**src/rtl/lb_pkg.sv**
```systemverilog
// -----------------------------------------------------------------------------
// lb_pkg
// Shared definitions for the M10K line-buffer read-side controller.
//   PIX_W          : pixel width in bits
//   DEF_H_ACTIVE   : default pixels per line
//   DEF_V_ACTIVE   : default lines per frame
//   lb_state_e     : read controller states (IDLE, RUN, GAP)
// -----------------------------------------------------------------------------
package lb_pkg;

  localparam int unsigned PIX_W        = 8;
  localparam int unsigned DEF_H_ACTIVE = 640;
  localparam int unsigned DEF_V_ACTIVE = 480;

  typedef enum logic [1:0] {
    IDLE = 2'd0,
    RUN  = 2'd1,
    GAP  = 2'd2
  } lb_state_e;

endpackage

```
**src/rtl/lb_pos_counter.sv**
```systemverilog
// -----------------------------------------------------------------------------
// lb_pos_counter
// Column/row position counters for the line-buffer reader. Advances on each
// pop strobe, wrapping the column at H_ACTIVE-1 (and bumping the row) and the
// row at V_ACTIVE-1. The tags describe the position of the pixel that the
// next pop will fetch.
// Ports:
//   clk, rst_n : clock, asynchronous active-low reset
//   pop        : one pixel is being read from the buffer this cycle
//   col, row   : position of the next pixel to be popped
//   is_sol     : next pixel is column 0
//   is_eol     : next pixel is column H_ACTIVE-1
//   is_eof     : next pixel is the last pixel of the frame
// -----------------------------------------------------------------------------
module lb_pos_counter #(
  parameter int unsigned H_ACTIVE = 640,
  parameter int unsigned V_ACTIVE = 480,
  parameter int unsigned COL_W    = 10,
  parameter int unsigned ROW_W    = 9
) (
  input  logic             clk,
  input  logic             rst_n,
  input  logic             pop,
  output logic [COL_W-1:0] col,
  output logic [ROW_W-1:0] row,
  output logic             is_sol,
  output logic             is_eol,
  output logic             is_eof
);

  localparam logic [COL_W-1:0] COL_LAST = COL_W'(H_ACTIVE - 1);
  localparam logic [ROW_W-1:0] ROW_LAST = ROW_W'(V_ACTIVE - 1);

  assign is_sol = (col == '0);
  assign is_eol = (col == COL_LAST);
  assign is_eof = is_eol && (row == ROW_LAST);

  always_ff @(posedge clk or negedge rst_n) begin
    if (!rst_n) begin
      col <= '0;
      row <= '0;
    end else if (pop) begin
      if (is_eol) begin
        col <= '0;
        row <= (row == ROW_LAST) ? '0 : row + ROW_W'(1);
      end else begin
        col <= col + COL_W'(1);
      end
    end
  end

endmodule

```
**src/rtl/line_buff_reader.sv**
```systemverilog
// -----------------------------------------------------------------------------
// line_buff_reader
// Read-side controller for the M10K line buffer. Pops the buffer whenever it
// is non-empty and the one-deep output register is free (or being drained
// the same cycle), tags each pixel with position and line/frame markers, and
// inserts GAP_CYCLES idle cycles after every line so the downstream Sobel
// window pipeline can drain. After the last pixel of a frame it returns to
// IDLE and waits for enable again.
//
// Optional feature (macro LB_RD_UNDERRUN_CNT_EN): adds underrun_cnt, a
// saturating count of RUN cycles where the output could accept a pixel but
// the buffer was empty. Cleared on each IDLE->RUN start.
//
// Ports:
//   clk, rst_n   : clock, asynchronous active-low reset
//   enable       : start streaming a frame (sampled only in IDLE)
//   lb_data      : buffer read data at the current read index
//   lb_flag      : buffer non-empty
//   lb_read_en   : pop strobe to the buffer (combinational)
//   pix_data     : output pixel
//   pix_valid    : output register holds a pixel
//   pix_ready    : downstream accepts the pixel
//   pix_sol/eol/eof : start-of-line / end-of-line / end-of-frame tags
//   col_idx, row_idx : position of pix_data
//   underrun_cnt : (LB_RD_UNDERRUN_CNT_EN only) starvation cycle counter
// -----------------------------------------------------------------------------
module line_buff_reader
  import lb_pkg::*;
#(
  parameter int unsigned H_ACTIVE   = DEF_H_ACTIVE,
  parameter int unsigned V_ACTIVE   = DEF_V_ACTIVE,
  parameter int unsigned GAP_CYCLES = 4,
  parameter int unsigned COL_W      = 10,
  parameter int unsigned ROW_W      = 9
) (
  input  logic             clk,
  input  logic             rst_n,
  input  logic             enable,
  input  logic [PIX_W-1:0] lb_data,
  input  logic             lb_flag,
  output logic             lb_read_en,
  output logic [PIX_W-1:0] pix_data,
  output logic             pix_valid,
  input  logic             pix_ready,
  output logic             pix_sol,
  output logic             pix_eol,
  output logic             pix_eof,
  output logic [COL_W-1:0] col_idx,
  output logic [ROW_W-1:0] row_idx
`ifdef LB_RD_UNDERRUN_CNT_EN
  ,
  output logic [15:0]      underrun_cnt
`endif
);

  localparam int unsigned GW       = (GAP_CYCLES > 1) ? $clog2(GAP_CYCLES) : 1;
  localparam int unsigned GAP_LOAD = (GAP_CYCLES > 0) ? GAP_CYCLES - 1 : 0;

  lb_state_e         state_q, state_d;
  logic [GW-1:0]     gap_q, gap_d;
  logic              eof_pend_q, eof_pend_d;

  logic [COL_W-1:0]  pos_col;
  logic [ROW_W-1:0]  pos_row;
  logic              pos_sol, pos_eol, pos_eof;

  // Position of the pixel the next pop fetches.
  lb_pos_counter #(
    .H_ACTIVE (H_ACTIVE),
    .V_ACTIVE (V_ACTIVE),
    .COL_W    (COL_W),
    .ROW_W    (ROW_W)
  ) u_pos (
    .clk    (clk),
    .rst_n  (rst_n),
    .pop    (lb_read_en),
    .col    (pos_col),
    .row    (pos_row),
    .is_sol (pos_sol),
    .is_eol (pos_eol),
    .is_eof (pos_eof)
  );

  // State register
  always_ff @(posedge clk or negedge rst_n) begin
    if (!rst_n) begin
      state_q    <= IDLE;
      gap_q      <= '0;
      eof_pend_q <= 1'b0;
    end else begin
      state_q    <= state_d;
      gap_q      <= gap_d;
      eof_pend_q <= eof_pend_d;
    end
  end

  // Next-state and pop strobe
  always_comb begin
    state_d    = state_q;
    gap_d      = gap_q;
    eof_pend_d = eof_pend_q;
    lb_read_en = 1'b0;
    unique case (state_q)
      IDLE: begin
        if (enable) state_d = RUN;
      end
      RUN: begin
        // Pop only when the output register is empty or is being drained
        // this cycle, which gives full throughput without a skid buffer.
        lb_read_en = lb_flag && (!pix_valid || pix_ready);
        if (lb_read_en && pos_eol) begin
          if (GAP_CYCLES == 0) begin
            state_d = pos_eof ? IDLE : RUN;
          end else begin
            state_d    = GAP;
            gap_d      = GW'(GAP_LOAD);
            eof_pend_d = pos_eof;
          end
        end
      end
      GAP: begin
        if (gap_q == '0) begin
          state_d    = eof_pend_q ? IDLE : RUN;
          eof_pend_d = 1'b0;
        end else begin
          gap_d = gap_q - GW'(1);
        end
      end
      default: state_d = IDLE;
    endcase
  end

  // One-deep output register. Tags and indices are only rewritten on a pop,
  // so they stay stable while downstream stalls.
  always_ff @(posedge clk or negedge rst_n) begin
    if (!rst_n) begin
      pix_data  <= '0;
      pix_valid <= 1'b0;
      pix_sol   <= 1'b0;
      pix_eol   <= 1'b0;
      pix_eof   <= 1'b0;
      col_idx   <= '0;
      row_idx   <= '0;
    end else if (lb_read_en) begin
      pix_data  <= lb_data;
      pix_valid <= 1'b1;
      pix_sol   <= pos_sol;
      pix_eol   <= pos_eol;
      pix_eof   <= pos_eof;
      col_idx   <= pos_col;
      row_idx   <= pos_row;
    end else if (pix_ready) begin
      pix_valid <= 1'b0;
    end
  end

`ifdef LB_RD_UNDERRUN_CNT_EN
  // Starvation: RUN, output able to take a pixel, buffer empty.
  always_ff @(posedge clk or negedge rst_n) begin
    if (!rst_n) begin
      underrun_cnt <= '0;
    end else if (state_q == IDLE && state_d == RUN) begin
      underrun_cnt <= '0;
    end else if (state_q == RUN && !lb_flag && (!pix_valid || pix_ready) &&
                 underrun_cnt != '1) begin
      underrun_cnt <= underrun_cnt + 16'd1;
    end
  end
`endif

endmodule

```
**config.mk**
```make
export PLATFORM = sky130hd
export DESIGN_NAME = line_buff_reader
export DESIGN_NICKNAME = d
export VERILOG_FILES = /design/src/rtl/lb_pkg.sv /design/src/rtl/lb_pos_counter.sv /design/src/rtl/line_buff_reader.sv
export SDC_FILE = /design/constraint.sdc
export NUM_CORES = 1
export LEC_CHECK = 0
export CAP_MARGIN = 20
export CORE_MARGIN = 2
export CORE_UTILIZATION = 47
export DETAILED_ROUTE_END_ITERATION = 7
export GPL_TIMING_DRIVEN = 0
export PLACE_DENSITY = 0.87
export SLEW_MARGIN = 20
export SYNTH_ARGS = -nofsm -noshare
export SYNTH_HDL_FRONTEND = slang
export SYNTH_HIERARCHICAL = 1
export SYNTH_SLANG_ARGS = --single-unit
export TNS_END_PERCENT = 30
```
**constraint.sdc**
```tcl
create_clock -name clk -period 2.1 [get_ports clk]
set_input_delay 0.525 -clock clk [delete_from_list [all_inputs] [get_ports clk]]
set_output_delay 0.525 -clock clk [all_outputs]
set_load 0.01 [all_outputs]
```
Yosys cells after proc, flatten, opt, wreduce, memory -nomap -nowiden
Index checks and enable logic that the tools add are counted.
- bits in registers: 55
- input port bits: 13
- output and inout bits: 32
- logic and storage cells: 53
- add/subtract/negate cells: 3
- equality and inequality tests: 8
- muxes and demuxes: 16
- reductions and logical operators: 14
- operators by type and width (cell ; number):
    10-bit by 1-bit adder with 10-bit output, second input constant ; 1
    10-bit equality test, second input constant ; 1
    10-bit logical NOT ; 1
    10-bit two-way mux ; 1
    2-bit two-way mux ; 5
    9-bit by 1-bit adder with 9-bit output, second input constant ; 1
    9-bit equality test, second input constant ; 1
    9-bit two-way mux ; 1
    3-bit AND reduction ; 3
    2-bit != test, second input constant ; 4
    1-bit two-way mux ; 6
    2-bit case mux with 3 select lines ; 1
    2-bit logical NOT ; 2
    2-bit case mux with 2 select lines ; 1
    2-bit nonzero test ; 2
    1-bit logical AND ; 3
    2-bit by 1-bit equality test with 1-bit output, second input constant ; 1
    2-bit equality test, second input constant ; 1
    1-bit case mux with 2 select lines ; 1
    2-bit AND reduction ; 1
    2-bit by 1-bit subtractor with 2-bit output, second input constant ; 1
    1-bit logical NOT ; 1
    1-bit logical OR ; 1

Depth between registers and ports, before layout
Gate-level depths: netlist (run 1).
- depth after elaboration: 6
- gate-level depth with buffers: 10
- mapped depth without buffers: 7

Modules after synthesis
Netlist (run 1), hierarchy kept.
- modules (own cells, without submodules) (module ; instances ; cells an instance ; area an instance (um^2) ; sequential area each (um^2)):
    line_buff_reader ; 1 ; 95 ; 1451.4 ; 900.9
    lb_pos_counter ; 1 ; 105 ; 1033.5 ; 475.5

Worst setup path after synthesis (run 1)
No wires, ideal clock.
- kind: input-to-reg
- start point: input port lb_flag
- end point: register u_pos.row[8]
- library setup time: 0.125 ns
- arrival time: 2.169 ns
- data required time: 1.975 ns
- slack: -0.194 ns
- stages on the path: 10
- path buffers: 4
- path through: nand2_1 -> nor3_4 -> buf_6 -> buf_4 -> and3_1 -> buf_4 -> and3_1 -> buf_6 -> nand4_2 -> mux2_4
- longest elaborated chain between the ends: 3
- ends and longest elaborated chain (element ; RTL line ; source):
    from (decl) ; line_buff_reader.sv:40 ; input logic lb_flag,
    1-bit logical AND ; line_buff_reader.sv:110 ; lb_read_en = lb_flag && (!pix_valid || pix_ready);
    1-bit two-way mux ; line_buff_reader.sv:103 ; unique case (state_q)
    named net lb_read_en ; line_buff_reader.sv:41 ; output logic lb_read_en,
    2-bit AND reduction (no source line) ; - ;
    to (signal assigned) ; lb_pos_counter.sv:45 ; row <= (row == ROW_LAST) ? '0 : row + ROW_W'(1);
    to (decl) ; lb_pos_counter.sv:25 ; output logic [ROW_W-1:0] row,
The timed path passes the listed nets, and every way through them passes these cells.
A chain may end at the register's enable or synchronous reset.

Worst setup path in the final report (run 1)
- start point: register state_q[0]
- end point: register u_pos.row[7]
- longest elaborated chain between the ends: 3
- ends and longest elaborated chain (element ; RTL line ; source):
    from (decl) ; line_buff_reader.sv:59 ; lb_state_e state_q, state_d;
    from (signal assigned) ; line_buff_reader.sv:91 ; state_q <= state_d;
    2-bit by 1-bit equality test with 1-bit output ; line_buff_reader.sv:103 ;
    1-bit two-way mux ; line_buff_reader.sv:103 ;
    2-bit AND reduction (no source line) ; - ;
No other way between the ends.

==> results.txt, run 1 <==
----------------------------------------------------
[Worst setup path]
  Crit. End Element ... flop
  Data arrival time of the worst path ... 2270 ps
  Path type of the worst setup path ... reg -> reg
  CP required ... 2350 ps
  Critical Path Start Type ... flop
  Crit Path Max Fanout ... 11

[Floorplanning]
  Die ar. ... 5880 µm²
  Cell Rows ... 26
  Die Width ... 76.7 µm
  Placeable core region ... 5110 µm²
  Num ports ... 45
  Die extent in y ... 76.7 µm
  Effective utilization at floorplan ... 48.7%

[Synth]
  Synth Area in XOR/XNOR ... 3.17%
  Leading area contributor after synthesis ... dfrtp_1
  Dominant synthesized flop cell ... dfrtp_1
  Per-instance average area after synthesis ... 12.4 µm²
  Most frequently used cell type in the post-synthesis netlist ... dfrtp_1
  Area share of the leading cell type in the synthesized netlist ... 55.4%
  Main combinational cell family by area after synthesis ... simple AND/OR/NAND/NOR gates
  Count of cell types in the netlist ... 40
  Synthesized netlist net count ... 217
  Post-synth EDFFs ... 0
  Synthesized-area fraction occupied by and/or/nand/nor cells ... 15.3%
  Top post-synthesis cells by area ... dfrtp_1 55%, mux2_2 14%, xnor2_1 2.5%
  Complex-gate fraction of the synthesized area ... 5.19%
  FF+latch count, synth ... 55
  Fraction of registers with async set/reset ... 100%
  Cells after Synth ... 200
  Share of the yosys chip area belonging to registers ... 55.4%
  Yosys Warn Count ... 6
  Netlist Area Pre-Place ... 2480 µm²
  Fraction of the mapped netlist area in adder cells ... 2.01%
  Commonest cells in the netlist ... 55 x dfrtp_1, 30 x mux2_2, 13 x nand2_1
  Share of synthesized area spent on multiplexers ... 15.2%

[Finish]
  Area growth from synthesis to layout ... 33.3%
  Utilization after layout ... 64.9%
  Final nets ... 280
  Antenna diode instance count ... 0
  Fraction of layout cells with a size suffix above 1 ... 30.7%

[Clock tree]
  Worst-case clock buffer depth ... 2
  Clock-pin transition on the worst setup and hold timing paths ... 100 ps
  Clock Latency Late Sink ... 310 ps
  H-tree level count ... 2
  CTS Hold Buffers Added ... 0
  Number of clock buffers inserted by TritonCTS ... 5
  Clock tree sinks ... 55
  Clock root buffer ... clkbuf_8
  Clock tree from TritonCTS ... built

[Job]
  Total of max-cap violations ... 0

[Timing]
  Slew @ Worst Pin ... 673 ps
  Total of endpoints with negative setup slack in the final report ... 0
  Final period util ... 95.9%
  Smallest setup slack after layout ... 87.0 ps
  Final hold violation count ... 0
  Post-route minimum period ... 2010 ps
  Worst-case headroom to the max-slew limit ... 55.1%
  Max frequency ... 0.497 GHz
  Max Slew Vio Count ... 0
  Layout Skew ... 11.2 ps
  Unrepaired setup endpoints after global routing ... true

[Placed design]
  Setup slack after placement ... -933 ps
  Final HPWL DP ... 3220 µm
  Placer's final routability congestion estimate ... 0.865
  Port Buffer Count ... 44

[Power]
  Leakage power ... 1.50 nW
  Largest voltage drop on the vdd net ... 0.000445 V
  Power per unit of standard cell area ... 834 nW/µm²

[Global routing]
  Number of global-route vias before repair ... 1740
  Total overflow reported by the global router ... 0
  Largest net degree at the start of global routing ... 56
  All-Layer GR Usage ... 17.3%
  First-pass GRT wire length ... 8190 µm
  Number of antenna violations at the first check in global routing ... 0

[Hold path]
  Kind of path behind the tightest hold check ... in -> async

[Routing]
  Starting DRT DRC Count ... 95
  Detailed-routing iteration count for the pre-antenna-repair pass ... 4
  Post-detailed-route count of antenna-violating nets ... 0
  Post-route DRC ... 0
  Wirelength, routed ... 4870 µm
  Detail-routed net length per standard cell ... 14.6 µm
  Via count ... 1791
  Average via count per standard cell ... 5.36

[Run status]
  Run status ... complete, no violations

----------------------------------------------------
==> layout by cell type (no fill, tap or decap), drive strengths merged, types with 3 or more instances in the layout <==
master	n
and3	4
and4	3
buf	20
clkbuf	8
clkdlybuf4s50	40
dfrtp	55
ha	4
inv	6
mux2	32
nand2	13
nand3	10
nand4	8
nor2	10
nor2b	3
nor3	3
o21ai	9
xnor2	7
==> metrics by stage <==
| step | hold slack, ps | TNS (ps) | instance area, µm² | total power [W] | cells |
|---|---|---|---|---|---|
| after floorplan | 229 | -409 | 2540 | 0.00161 | 200 |
| after global placement | 488 | -75330 | 3060 | 0.00189 | 314 |
| after detailed placement | 495 | -15000 | 3060 | 0.00191 | 314 |
| after CTS | 266 | 0 | 3240 | 0.00273 | 328 |
| after global routing | 296 | -37.2 | 3310 | 0.00290 | 334 |
| final | 237 | 0 | 3310 | 0.00276 | 334 |
==> critical path, stage by stage (launching register included) <==
cell and delay (ps):
dfrtp_2 440, nand2_8 70, nor3_4 200, buf_6 130, buf_6 120, and3_4 190
buf_6 110, nand3_1 240, nor4_2 340, a21o_1 110
==> area by class of cell <==
cell class	count	area, µm²
plain buffers	6	56.3
clock buffers	6	72.6
clock inverters	2	60.1
fillers	405	1790
inverters	6	22.5
multi-input cells	131	1090
flip-flops and latches	55	1380
well taps	70	87.6
repair buffers	58	542
==> metal layers <==
| layer | vias up | routed length (µm) | global-route usage (%) |
|---|---|---|---|
| met3 | 8 | 257 | 3.88 |
| met5 | - | 0 | 0 |
| met1 | 886 | 2100 | 23.2 |
| met4 | 0 | 87 | 6.18 |
| met2 | 60 | 2420 | 27.8 |
| li1 | 837 | - | - |
==> sequential cells by signal (all words and copies together) (netlist names) <==
register / cells
row_idx: 9
u_pos/col: 10
state_q: 2
eof_pend_q: 1
pix_sol: 1
pix_eol: 1
col_idx: 10
pix_valid: 1
gap_q: 2
pix_eof: 1
u_pos/row: 9
pix_data: 8
==> report_power, final <==
| part | internal (W) | switching [W] |
|---|---|---|
| Combinational | 0.000376 | 0.000255 |
| Clock | 0.000476 | 0.000333 |
| Sequential | 0.00119 | 0.000128 |
| Total | 0.00205 | 0.000717 |
==> final timing paths <==
kind,from,end,slack [ps],cells past startpoint
worst max-delay path,state_q[0]$_DFFE_PN0P_,u_pos/row[7]$_DFFE_PN0P_,90,9
worst min-delay path,rst_n,row_idx[2]$_DFFE_PN0P_,240,1
worst max register to register,state_q[0]$_DFFE_PN0P_,u_pos/row[7]$_DFFE_PN0P_,90,9
worst min register to register,pix_data[2]$_DFFE_PN0P_,pix_data[2]$_DFFE_PN0P_,510,1
max in group asynchronous,rst_n,u_pos/col[0]$_DFFE_PN0P_,1380,1
min in group clk,pix_data[2]$_DFFE_PN0P_,pix_data[2]$_DFFE_PN0P_,510,1
==> logic make-up after synthesis <==
group,after synthesis
AO/OA/AOI/OAI,20
adder cells (fa/ha/maj),4
multiplexers,33
XOR/XNOR,9
flip-flops,55
buffers and inverters,14
AND/OR/NAND/NOR,65
==> repair_timing <==
item,in CTS,in global routing
pin swaps,1,3
setup endpoints to repair,17,8
setup buffers,8,6
resized for setup,8,12
No activity file was read; power rests on OpenSTA's default activity.
==> run 2, diff against run 1 <==
- SKIP_CTS_REPAIR_TIMING: not set -> 1
==> run 2 against run 1 <==
Effect of this change: clock power fell by 0.6%; register-to-register slack is essentially flat; sequential share of layout area shrank 0.40 points; highest routed layer unchanged; via count about the same; wire length is 0.86% lower; non-clock buffer count increased by 4; clock-buffer cell count unchanged; sequential cell count is the same; first-iteration DRC count down 17%; global-route usage down 0.39 points.
==> results.txt, run 2 (synthesis results as in run 1) <==
----------------------------------------------------
[Timing]
  Slew @ Worst Pin ... 670 ps (was 673 ps)
  Total of endpoints with negative setup slack in the final report ... 0 (unchanged)
  Post-route minimum period ... 2000 ps (was 2010 ps)
  Final hold violation count ... 0 (unchanged)
  Worst-case headroom to the max-slew limit ... 55.3% (was 55.1%)
  Smallest setup slack after layout ... 96.8 ps (was 87.0 ps)
  Total negative slack for setup checks ... 0 ps (unchanged)
  Max Slew Vio Count ... 0 (unchanged)
  Max frequency ... 0.499 GHz (was 0.497 GHz)
  Final period util ... 95.4% (was 95.9%)
  Layout Skew ... 9.32 ps (was 11.2 ps)

[Floorplanning]
  Placeable core region ... 5110 µm² (unchanged)
  Die Width ... 76.7 µm (unchanged)
  Effective utilization at floorplan ... 48.7% (unchanged)
  Die extent in y ... 76.7 µm (unchanged)
  Num ports ... 45 (unchanged)
  Cell Rows ... 26 (unchanged)
  Die ar. ... 5880 µm² (unchanged)

[Power]
  Leakage power ... 1.54 nW (was 1.50 nW)
  Largest voltage drop on the vdd net ... 0.000447 V (was 0.000445 V)
  Net switching component of the power ... 0.000705 W (was 0.000717 W)
  Share of power burned in registers ... 48.2% (was 47.8%)
  Power per unit of standard cell area ... 820 nW/µm² (was 834 nW/µm²)
  Portion of total power attributed to the clock network ... 29.3% (about the same)
  Power share of the combinational group ... 22.5% (was 22.9%)
  Net switching share of the total power ... 25.7% (was 25.9%)
  Int Power ... 0.00204 W (was 0.00205 W)

[Finish]
  Fillers ... 395 (was 405)
  Area growth from synthesis to layout ... 34.7% (was 33.3%)
  Most common cell after layout, fill and taps aside ... dfrtp_1 (unchanged)
  Antenna diode instance count ... 0 (unchanged)
  Post-layout instance count excluding filler cells ... 338 (was 334)
  Final nets ... 284 (was 280)
  Largest registers ... col_idx x10, u_pos/col x10 (unchanged)
  Fraction of layout cells with a size suffix above 1 ... 31.0% (was 30.7%)
  Leading cell types in the layout, fill and taps excluded ... 51 x dfrtp_1, 40 x clkdlybuf4s50_1, 30 x mux2_2, 20 x buf_4, 12 x nand2_1 (was 52 x dfrtp_1, 40 x clkdlybuf4s50_1, 30 x mux2_2, 15 x buf_4, 12 x nand2_1)

[Worst setup path]
  Master of the slowest instance on the critical path ... dfrtp_1 (was dfrtp_2)
  Most Frequent Cell on Critical Path ... buf_6 (unchanged)
  Number of buffers and inverters on the critical path ... 2 (was 3)
  Longest individual stage delay on the worst path ... 390 ps (was 440 ps)
  Critical Path Start Type ... flop (unchanged)
  CP delay by family, top ... simple AND/OR/NAND/NOR gates (unchanged)
  Cell-by-cell trace of the critical path ... nor2b_4, nor3_4, buf_6, buf_6, and3_4, nand3_1, nor4_1, a21o_1 (was nand2_8, nor3_4, buf_6, buf_6, and3_4, buf_6, nand3_1, nor4_2, a21o_1)
  Crit. End Element ... flop (unchanged)
  Path type of the worst setup path ... reg -> reg (unchanged)
  Data arrival time of the worst path ... 2250 ps (was 2270 ps)
  CP required ... 2350 ps (about the same)
  Crit Path Max Fanout ... 7 (was 11)

[Clock tree]
  Clock root buffer ... clkbuf_8 (unchanged)
  Worst-case clock buffer depth ... 2 (unchanged)
  Number of clock buffers inserted by TritonCTS ... 5 (unchanged)
  Clock Latency Late Sink ... 310 ps (about the same)
  Clock tree from TritonCTS ... built (unchanged)
  Clock tree sinks ... 55 (unchanged)
  H-tree level count ... 2 (unchanged)
  Clock-pin transition on the worst setup and hold timing paths ... 100 ps (about the same)

[Run status]
  Run status ... complete, no violations (unchanged)

[Global routing]
  All-Layer GR Usage ... 16.9% (was 17.3%)
  First-pass GRT wire length ... 8010 µm (was 8190 µm)
  Largest net degree at the start of global routing ... 56 (unchanged)
  Total overflow reported by the global router ... 0 (unchanged)
  Number of antenna violations at the first check in global routing ... 0 (unchanged)
  Number of global-route vias before repair ... 1695 (was 1740)

[Placed design]
  Placer's final routability congestion estimate ... 0.865 (unchanged)
  Final HPWL DP ... 3220 µm (unchanged)
  Port Buffer Count ... 44 (unchanged)
  Setup slack after placement ... -933 ps (unchanged)
  Instance count after placement with tap cells included ... 314 (unchanged)

[Routing]
  Average via count per standard cell ... 5.30 (was 5.36)
  Via count ... 1792 (was 1791)
  Post-route DRC ... 0 (unchanged)
  Wirelength, routed ... 4820 µm (was 4870 µm)
  Detailed-routing iteration count for the pre-antenna-repair pass ... 4 (unchanged)
  Starting DRT DRC Count ... 79 (was 95)
  Detail-routed net length per standard cell ... 14.3 µm (was 14.6 µm)
  Post-detailed-route count of antenna-violating nets ... 0 (unchanged)

[Hold path]
  Kind of path behind the tightest hold check ... in -> async (unchanged)

[Job]
  Total of max-cap violations ... 0 (unchanged)

----------------------------------------------------
==> run 2: changes by cell type in the layout (fill, tap and decap cells not counted), sizes merged <==
cell           before  now
dlygate4sd2         1    0
clkbuf              8    7
clkdlybuf4s15       1    0
buf                20   24
dlymetal6s2s        0    3
==> run 2: final cells by class <==
class | count | area, µm² | area share [%]
Sequential cell | 55 | 1380 | 41.3
Buffer | 6 | 56.3 | 1.68
Clock buffer | 6 | 72.6 | 2.17
Inverter | 6 | 22.5 | 0.673
Clock inverter | 2 | 60.1 | 1.79
Multi-Input combinational cell | 131 | 1090 | 32.5
Timing Repair Buffer | 62 | 581 | 17.3
Tap cell | 70 | 87.6 | 2.62
==> run 2: path summary, 6_finish.rpt <==
kind	startpoint	end	slack, ps	cells past startpoint
worst min-delay path	rst_n	row_idx[2]$_DFFE_PN0P_	240	1
worst min register to register	pix_data[2]$_DFFE_PN0P_	pix_data[2]$_DFFE_PN0P_	510	1
worst max register to register	pix_valid$_DFFE_PN0P_	u_pos/row[7]$_DFFE_PN0P_	100	8
max in group asynchronous	rst_n	u_pos/col[1]$_DFFE_PN0P_	1380	1
worst max-delay path	pix_valid$_DFFE_PN0P_	u_pos/row[7]$_DFFE_PN0P_	100	8
min in group clk	pix_data[2]$_DFFE_PN0P_	pix_data[2]$_DFFE_PN0P_	510	1
==> run 2: per-stage QoR <==
stage | hold WS, ps | util (%) | total power (W) | cell area [µm²]
floorplan | 229 | - | 0.00161 | 2540
global placement | 488 | 60.0 | 0.00189 | 3060
detailed placement | 495 | 59.9 | 0.00191 | 3060
CTS | 266 | 62.5 | 0.00272 | 3190
global route | 296 | 65.6 | 0.00289 | 3350
finish | 240 | 65.6 | 0.00275 | 3350
==> run 2: layer usage <==
metal / part of all wire, % / global-route usage, % / vias to the layer above
li1: - / - / 848
met1: 44 / 22.9 / 877
met2: 49 / 26.8 / 61
met3: 5.7 / 3.88 / 6
met4: 1.6 / 6.18 / 0
met5: 0 / 0 / -
==> run 2: power by group through the flow <==
| stage | Clock (W) | Sequential [W] | Combinational [W] |
|---|---|---|---|
| 4_1_cts | 0.000827 | 0.00132 | 0.000574 |
| 6_report | 0.000805 | 0.00132 | 0.000617 |
| 5_1_grt | 0.000862 | 0.00135 | 0.000678 |
| 3_5_place_dp | 0 | 0.00134 | 0.000571 |
| 3_3_place_gp | 0 | 0.00133 | 0.000558 |
| 2_1_floorplan | 0 | 0.00135 | 0.000263 |
